**src/rtl/hazard_stall_sched_if.sv**
```systemverilog
// Decode/EXE/MEM side-band bundle for the hazard and stall scheduler.
// master = pipeline that drives the usage/destination info; slave = scheduler.
interface hazard_stall_sched_if;
  logic        forward_en;
  logic [3:0]  src1_HZRD;
  logic [3:0]  src2_HZRD;
  logic        two_src_HZRD;
  logic        move_HZRD;
  logic [3:0]  dest_EXE;
  logic        WB_EN_EXE;
  logic        MEM_R_EN_EXE;
  logic [3:0]  dest_MEM;
  logic        WB_EN_MEM;
  logic        mem_req_MEM;
  logic        mem_ready;
  logic        B_EXE;
  logic        hazard;
  logic        freeze;
  logic        flush_IF;
  logic        mem_timeout;
  logic [31:0] stall_cycles;
  logic [31:0] bubble_cycles;
  logic [31:0] flush_count;

  modport master (
    output forward_en, src1_HZRD, src2_HZRD, two_src_HZRD, move_HZRD,
           dest_EXE, WB_EN_EXE, MEM_R_EN_EXE, dest_MEM, WB_EN_MEM,
           mem_req_MEM, mem_ready, B_EXE,
    input  hazard, freeze, flush_IF, mem_timeout,
           stall_cycles, bubble_cycles, flush_count
  );

  modport slave (
    input  forward_en, src1_HZRD, src2_HZRD, two_src_HZRD, move_HZRD,
           dest_EXE, WB_EN_EXE, MEM_R_EN_EXE, dest_MEM, WB_EN_MEM,
           mem_req_MEM, mem_ready, B_EXE,
    output hazard, freeze, flush_IF, mem_timeout,
           stall_cycles, bubble_cycles, flush_count
  );
endinterface

```
**src/rtl/hazard_stall_sched.sv**
```systemverilog
// Load-use/RAW bubble, memory-wait freeze and branch flush scheduler for the 5-stage core.
// Optional perf counters enabled by defining PERF_CNT_EN.
module hazard_stall_sched #(
  parameter int MAX_WAIT = 64,
  parameter int WAIT_W   = 8
) (
  input logic                  clk,
  input logic                  rst,
  hazard_stall_sched_if.slave  sif
);

  localparam int NUM_SRC = 2;
  localparam logic [WAIT_W-1:0] MAX_CNT = WAIT_W'(MAX_WAIT);

  typedef enum logic {RUN = 1'b0, MEM_WAIT = 1'b1} state_t;

  // Index 0 = Rn, index 1 = Rm/Rd-of-store
  logic [NUM_SRC-1:0][3:0] src;
  logic [NUM_SRC-1:0]      src_rd;
  logic [NUM_SRC-1:0]      hit_exe;
  logic [NUM_SRC-1:0]      hit_mem;
  logic                    exe_hz, mem_hz;

  assign src    = {sif.src2_HZRD, sif.src1_HZRD};
  assign src_rd = {sif.two_src_HZRD, ~sif.move_HZRD};

  for (genvar i = 0; i < NUM_SRC; i++) begin : g_src
    assign hit_exe[i] = src_rd[i] & (src[i] == sif.dest_EXE);
    assign hit_mem[i] = src_rd[i] & (src[i] == sif.dest_MEM);
  end

  // With forwarding only a load in EXE cannot be bypassed in time
  assign exe_hz = (|hit_exe) & (sif.forward_en ? sif.MEM_R_EN_EXE : sif.WB_EN_EXE);
  assign mem_hz = (|hit_mem) & sif.WB_EN_MEM & ~sif.forward_en;

  state_t            state_q, state_d;
  logic [WAIT_W-1:0] wait_q, wait_d;
  logic              tmo_q, tmo_d;
  logic              frz_raw;

  always_ff @(posedge clk) begin
    if (rst) begin
      state_q <= RUN;
      wait_q  <= '0;
      tmo_q   <= 1'b0;
    end else begin
      state_q <= state_d;
      wait_q  <= wait_d;
      tmo_q   <= tmo_d;
    end
  end

  always_comb begin
    state_d = state_q;
    wait_d  = wait_q;
    tmo_d   = tmo_q;
    frz_raw = 1'b0;
    case (state_q)
      RUN: begin
        if (sif.mem_req_MEM & ~sif.mem_ready) begin
          frz_raw = 1'b1;
          state_d = MEM_WAIT;
          wait_d  = WAIT_W'(1);
        end
      end
      MEM_WAIT: begin
        if (sif.mem_ready) begin
          state_d = RUN;
          wait_d  = '0;
        end else begin
          frz_raw = 1'b1;
          if (wait_q != '1) wait_d = wait_q + WAIT_W'(1);
          if (wait_q == MAX_CNT) tmo_d = 1'b1;
        end
      end
      default: state_d = RUN;
    endcase
  end

  logic hazard_o, freeze_o, flush_o;

  // Outputs are forced quiet while reset is held
  assign hazard_o = ~rst & (exe_hz | mem_hz);
  assign freeze_o = ~rst & frz_raw;
  assign flush_o  = ~rst & sif.B_EXE & ~frz_raw;

  assign sif.hazard      = hazard_o;
  assign sif.freeze      = freeze_o;
  assign sif.flush_IF    = flush_o;
  assign sif.mem_timeout = tmo_q;

`ifdef PERF_CNT_EN
  logic [31:0] stall_q, bubble_q, flush_q;

  always_ff @(posedge clk) begin
    if (rst) begin
      stall_q  <= '0;
      bubble_q <= '0;
      flush_q  <= '0;
    end else begin
      if (freeze_o)             stall_q  <= stall_q + 32'd1;
      if (hazard_o & ~freeze_o) bubble_q <= bubble_q + 32'd1;
      if (flush_o)              flush_q  <= flush_q + 32'd1;
    end
  end

  assign sif.stall_cycles  = stall_q;
  assign sif.bubble_cycles = bubble_q;
  assign sif.flush_count   = flush_q;
`else
  assign sif.stall_cycles  = '0;
  assign sif.bubble_cycles = '0;
  assign sif.flush_count   = '0;
`endif

endmodule

```
**src/flat_wrapper.sv**
```systemverilog
// flat-port wrapper written by rule: the top's interface ports become plain ports
module hazard_stall_sched_flat 
#(
  parameter int MAX_WAIT = 64,
  parameter int WAIT_W   = 8
)
  (clk, rst, sif_forward_en, sif_src1_HZRD, sif_src2_HZRD, sif_two_src_HZRD, sif_move_HZRD, sif_dest_EXE, sif_WB_EN_EXE, sif_MEM_R_EN_EXE, sif_dest_MEM, sif_WB_EN_MEM, sif_mem_req_MEM, sif_mem_ready, sif_B_EXE, sif_hazard, sif_freeze, sif_flush_IF, sif_mem_timeout, sif_stall_cycles, sif_bubble_cycles, sif_flush_count);
  hazard_stall_sched_if sif_i ();
  input logic clk;
  input logic rst;
  input wire logic [$bits(sif_i.forward_en)-1:0] sif_forward_en;
  input wire logic [$bits(sif_i.src1_HZRD)-1:0] sif_src1_HZRD;
  input wire logic [$bits(sif_i.src2_HZRD)-1:0] sif_src2_HZRD;
  input wire logic [$bits(sif_i.two_src_HZRD)-1:0] sif_two_src_HZRD;
  input wire logic [$bits(sif_i.move_HZRD)-1:0] sif_move_HZRD;
  input wire logic [$bits(sif_i.dest_EXE)-1:0] sif_dest_EXE;
  input wire logic [$bits(sif_i.WB_EN_EXE)-1:0] sif_WB_EN_EXE;
  input wire logic [$bits(sif_i.MEM_R_EN_EXE)-1:0] sif_MEM_R_EN_EXE;
  input wire logic [$bits(sif_i.dest_MEM)-1:0] sif_dest_MEM;
  input wire logic [$bits(sif_i.WB_EN_MEM)-1:0] sif_WB_EN_MEM;
  input wire logic [$bits(sif_i.mem_req_MEM)-1:0] sif_mem_req_MEM;
  input wire logic [$bits(sif_i.mem_ready)-1:0] sif_mem_ready;
  input wire logic [$bits(sif_i.B_EXE)-1:0] sif_B_EXE;
  output wire logic [$bits(sif_i.hazard)-1:0] sif_hazard;
  output wire logic [$bits(sif_i.freeze)-1:0] sif_freeze;
  output wire logic [$bits(sif_i.flush_IF)-1:0] sif_flush_IF;
  output wire logic [$bits(sif_i.mem_timeout)-1:0] sif_mem_timeout;
  output wire logic [$bits(sif_i.stall_cycles)-1:0] sif_stall_cycles;
  output wire logic [$bits(sif_i.bubble_cycles)-1:0] sif_bubble_cycles;
  output wire logic [$bits(sif_i.flush_count)-1:0] sif_flush_count;
  assign sif_i.forward_en = sif_forward_en;
  assign sif_i.src1_HZRD = sif_src1_HZRD;
  assign sif_i.src2_HZRD = sif_src2_HZRD;
  assign sif_i.two_src_HZRD = sif_two_src_HZRD;
  assign sif_i.move_HZRD = sif_move_HZRD;
  assign sif_i.dest_EXE = sif_dest_EXE;
  assign sif_i.WB_EN_EXE = sif_WB_EN_EXE;
  assign sif_i.MEM_R_EN_EXE = sif_MEM_R_EN_EXE;
  assign sif_i.dest_MEM = sif_dest_MEM;
  assign sif_i.WB_EN_MEM = sif_WB_EN_MEM;
  assign sif_i.mem_req_MEM = sif_mem_req_MEM;
  assign sif_i.mem_ready = sif_mem_ready;
  assign sif_i.B_EXE = sif_B_EXE;
  assign sif_hazard = sif_i.hazard;
  assign sif_freeze = sif_i.freeze;
  assign sif_flush_IF = sif_i.flush_IF;
  assign sif_mem_timeout = sif_i.mem_timeout;
  assign sif_stall_cycles = sif_i.stall_cycles;
  assign sif_bubble_cycles = sif_i.bubble_cycles;
  assign sif_flush_count = sif_i.flush_count;
  hazard_stall_sched #(.MAX_WAIT(MAX_WAIT), .WAIT_W(WAIT_W)) u_core (.clk(clk), .rst(rst), .sif(sif_i));
endmodule
```
**config.mk**
```make
export PLATFORM = sky130hd
export DESIGN_NAME = hazard_stall_sched_flat
export DESIGN_NICKNAME = d
export VERILOG_FILES = /design/src/rtl/hazard_stall_sched_if.sv /design/src/rtl/hazard_stall_sched.sv /design/src/flat_wrapper.sv
export SDC_FILE = /design/constraint.sdc
export NUM_CORES = 1
export LEC_CHECK = 0
export ABC_AREA = 0
export CAP_MARGIN = 20
export CORE_UTILIZATION = 35
export CTS_CLUSTER_SIZE = 14
export DETAILED_ROUTE_END_ITERATION = 6
export GPL_ROUTABILITY_DRIVEN = 0
export HOLD_SLACK_MARGIN = 0.05
export MAX_ROUTING_LAYER = met4
export PLACE_DENSITY_LB_ADDON = 0.15
export SYNTH_ARGS = -nofsm -noshare
export SYNTH_HDL_FRONTEND = slang
export SYNTH_SLANG_ARGS = --single-unit
```
**constraint.sdc**
```tcl
create_clock -name clk -period 4.45 [get_ports clk]
set_clock_uncertainty 0.05 [all_clocks]
set_input_delay 0.6675 -clock clk [delete_from_list [all_inputs] [get_ports clk]]
set_output_delay 0.6675 -clock clk [all_outputs]
set_load 0.02 [all_outputs]
```
==> impl_metrics.py <==
metrics = {
    "run_status": {
        "status": "finished, final reports clean",
    },
    "sta": {
        "maxSlewViolCount": 0,
        "hold_slack_ps": 436.1,
        "setup_viol": 0,
        "post-route-period-util_pct": 73.59,
        "period_minus_slack_ps": 3275,
        "fin_tns_setup_ps": 0,
        "fmax_mhz": 305.4,
        "worst_slew_pin_slew_ps": 608.2,
        "slew_headroom_pct": 59.33,
        "hold_viol": 0,
        "grt_setup_unrepaired": "false",
    },
    "power_and_ir_drop": {
        "power_density_nw_per_um2": 207.5,
        "p_comb_share_pct": 41.8,
        "p_leak_nw": 0.7336,
        "internal-power_uw": 186.8,
        "pwr-share-seq_pct": 28.8,
        "fin_total_pwr_uw": 321.5,
        "p_sw_uw": 134.6,
        "clockPowerShare_pct": 29.4,
        "ir_drop_uv": 96.35,
        "p_sw_share_pct": 41.88,
    },
    "cts": {
        "cts_root_buffer": "clkbuf_8",
        "ctsResizeCount": 0,
        "clock_sinks": 10,
        "cts_buffers": 3,
        "clk_pin_slew_ps": 50,
        "worstSkewPairLatency_ps": 230,
        "clockBufferDepth": 2,
        "holdBufCountCts": 0,
        "htree_levels": 1,
        "cts_tree": "done",
        "cts_setup_buffers": 0,
    },
    "global_route": {
        "first_global_vias": 800,
        "gr-total-overflow": 0,
        "grt_max_degree": 15,
        "grt_pass1_wl_mm": 3.374,
        "grtUsageTotal_pct": 10.05,
        "antenna_found_initial": 0,
    },
    "cells_and_area": {
        "syn2layout_area_growth_pct": 2.399,
        "num_antenna_cells": 0,
        "final_nets": 257,
        "drive_above_1_share_pct": 4.867,
        "layout.cells.non_filler": 276,
        "final_common_cell": "conb_1",
        "layout_common_cells": "conb_1 (96), clkdlybuf4s50_1 (30), a21oi_1 (10), dfxtp_1 (10), nor2_1 (9)",
    },
    "logic_synthesis": {
        "avgSynthCellArea_um2": 7.757,
        "synth_edf_count": 0,
        "yosysWarnings": 0,
        "synth_ff_type": "dfxtp_1",
        "synth_seq_cells": 10,
        "synthCells": 195,
        "ys_seq_area_share_pct": 13.23,
        "ys_types": 36,
        "synthArstFlopShare_pct": 0,
        "syn_area_um2": 1513,
    },
    "routing": {
        "dr_wl_met3_um": 227,
        "met1_length_um": 967,
        "top_layer": "met4",
        "first_pass_iters": 5,
        "wirelength_mm": 2.429,
        "wl_met2_mm": 1.228,
        "ant_nets": 0,
        "initialDrtViolationCount": 24,
        "vias_per_cell": 3.830,
        "route.detailed.drc": 0,
        "wl_per_cell_um": 8.801,
        "vias": 1057,
    },
    "placed_design": {
        "io_buffers": 30,
        "dp_hpwl_mm": 2.055,
        "dp.cells": 273,
    },
    "flow_run": {
        "cap_violations": 0,
    },
    "worst_hold_path": {
        "hp-start": "u_core.sif.mem_timeout",
        "hold_depth": 2,
        "hold_end": "u_core.sif.mem_timeout",
        "hold_path_class": "reg2reg",
    },
    "worst_setup_path": {
        "path_class": "in2out",
        "rr_startpoint": "u_core.wait_q[0]",
        "worstReg2RegEnd": "u_core.wait_q[5]",
        "worst-r2r-setup-slack_ps": 2780,
        "ff2ff_path_depth": 5,
        "cp_max_fo": 2,
        "start_kind": "input pin",
        "cp.arrival_ps": 2560,
        "required_ps": 3730,
        "setup.worst_path.end_class": "output pin",
    },
    "floorplan": {
        "core_um2": 4086,
        "ios": 127,
        "dieArea_um2": 4589,
        "std_cell_rows": 23,
        "die_w_um": 67.74,
        "initial_core_util_pct": 37.02,
        "die-height_um": 67.74,
    },
}
## power groups by stage
stage | clock [mW] | combinational (mW) | sequential (mW)
3_3_place_gp | 0 | 0.134 | 0.0944
4_1_cts | 0.0970 | 0.134 | 0.0926
3_5_place_dp | 0 | 0.134 | 0.0944
5_1_grt | 0.103 | 0.146 | 0.0928
6_report | 0.0944 | 0.134 | 0.0926
2_1_floorplan | 0 | 0.162 | 0.0940
## kinds of logic after synthesis
group	synth area share, %
adders and majority gates	1.654
and+or+nand+nor	14.39
other	0.2479
AOI/OAI and AO/OA	11.91
DFF	13.23
xor gates and xnor gates	9.264
muxes	0.6617
buffers and inverters	48.63
## cells in the mapped netlist (2+ instances only)
cell	instances	share of area (%)
dfxtp_1	10	13
nor3_1	7	2.3
a21oi_1	10	3.3
xor2_1	8	4.6
nand2_1	6	1.5
ha_1	2	1.7
inv_1	3	0.74
a41oi_1	2	1.2
xnor2_1	8	4.6
and3_2	2	0.99
nand3_1	3	0.99
o21ai_0	3	0.99
nor2b_1	2	0.83
buf_4	96	48
o21ai_1	3	0.99
nor2_1	9	2.2
a31oi_1	2	0.83
## how the worst max path moves through the flow
stage	startpoint	to	slack (ps)	cells past startpoint
3_3_place_gp	sif_src1_HZRD[2]	sif_hazard	1150	7
4_1_cts	sif_src1_HZRD[2]	sif_hazard	1150	7
5_1_grt	sif_src1_HZRD[2]	sif_hazard	1020	7
2_1_floorplan	sif_dest_EXE[1]	sif_hazard	2030	5
6_report	sif_src1_HZRD[2]	sif_hazard	1180	7
3_5_place_dp	sif_src1_HZRD[2]	sif_hazard	1170	7
## layer usage
layer / track usage, % / vias up
met3: 3.547 / 2
met4: 1.596 / 0
met2: 17.95 / 64
met5: - / -
li1: - / 527
met1: 10.69 / 464
## area by class of cell
type	count	area, um2
fill	450	2537
multi-input combinational	180	933.4
timing repair buffer	30	300.3
sequential	10	200.2
tap	50	62.56
clock buffer	3	41.29
inverter	3	11.26
## stage by stage
| step | worst slack (ps) | util (%) | area [um2] |
|---|---|---|---|
| floorplan | 2025 | - | 1869 |
| global placement | 1147 | 36.90 | 1508 |
| detailed placement | 1169 | 36.90 | 1508 |
| CTS | 1150 | 37.91 | 1549 |
| global route | 1022 | 37.91 | 1549 |
| finish | 1175 | 37.91 | 1549 |
## flip-flops by register name, summed over array words and instances (netlist names)
| register | flops |
|---|---|
| u_core.sif.mem_timeout | 1 |
| u_core.wait_q | 8 |
| u_core.state_q | 1 |
## worst max-delay path, stage by stage
cell and delay (ps):
clkdlybuf4s50_1 510, xnor2_1 140, nand3_1 100, nor3_1 170, a31oi_1 60, o32ai_1 260, clkdlybuf4s50_1 650
Note: power is estimated with default switching activity, not from simulation.
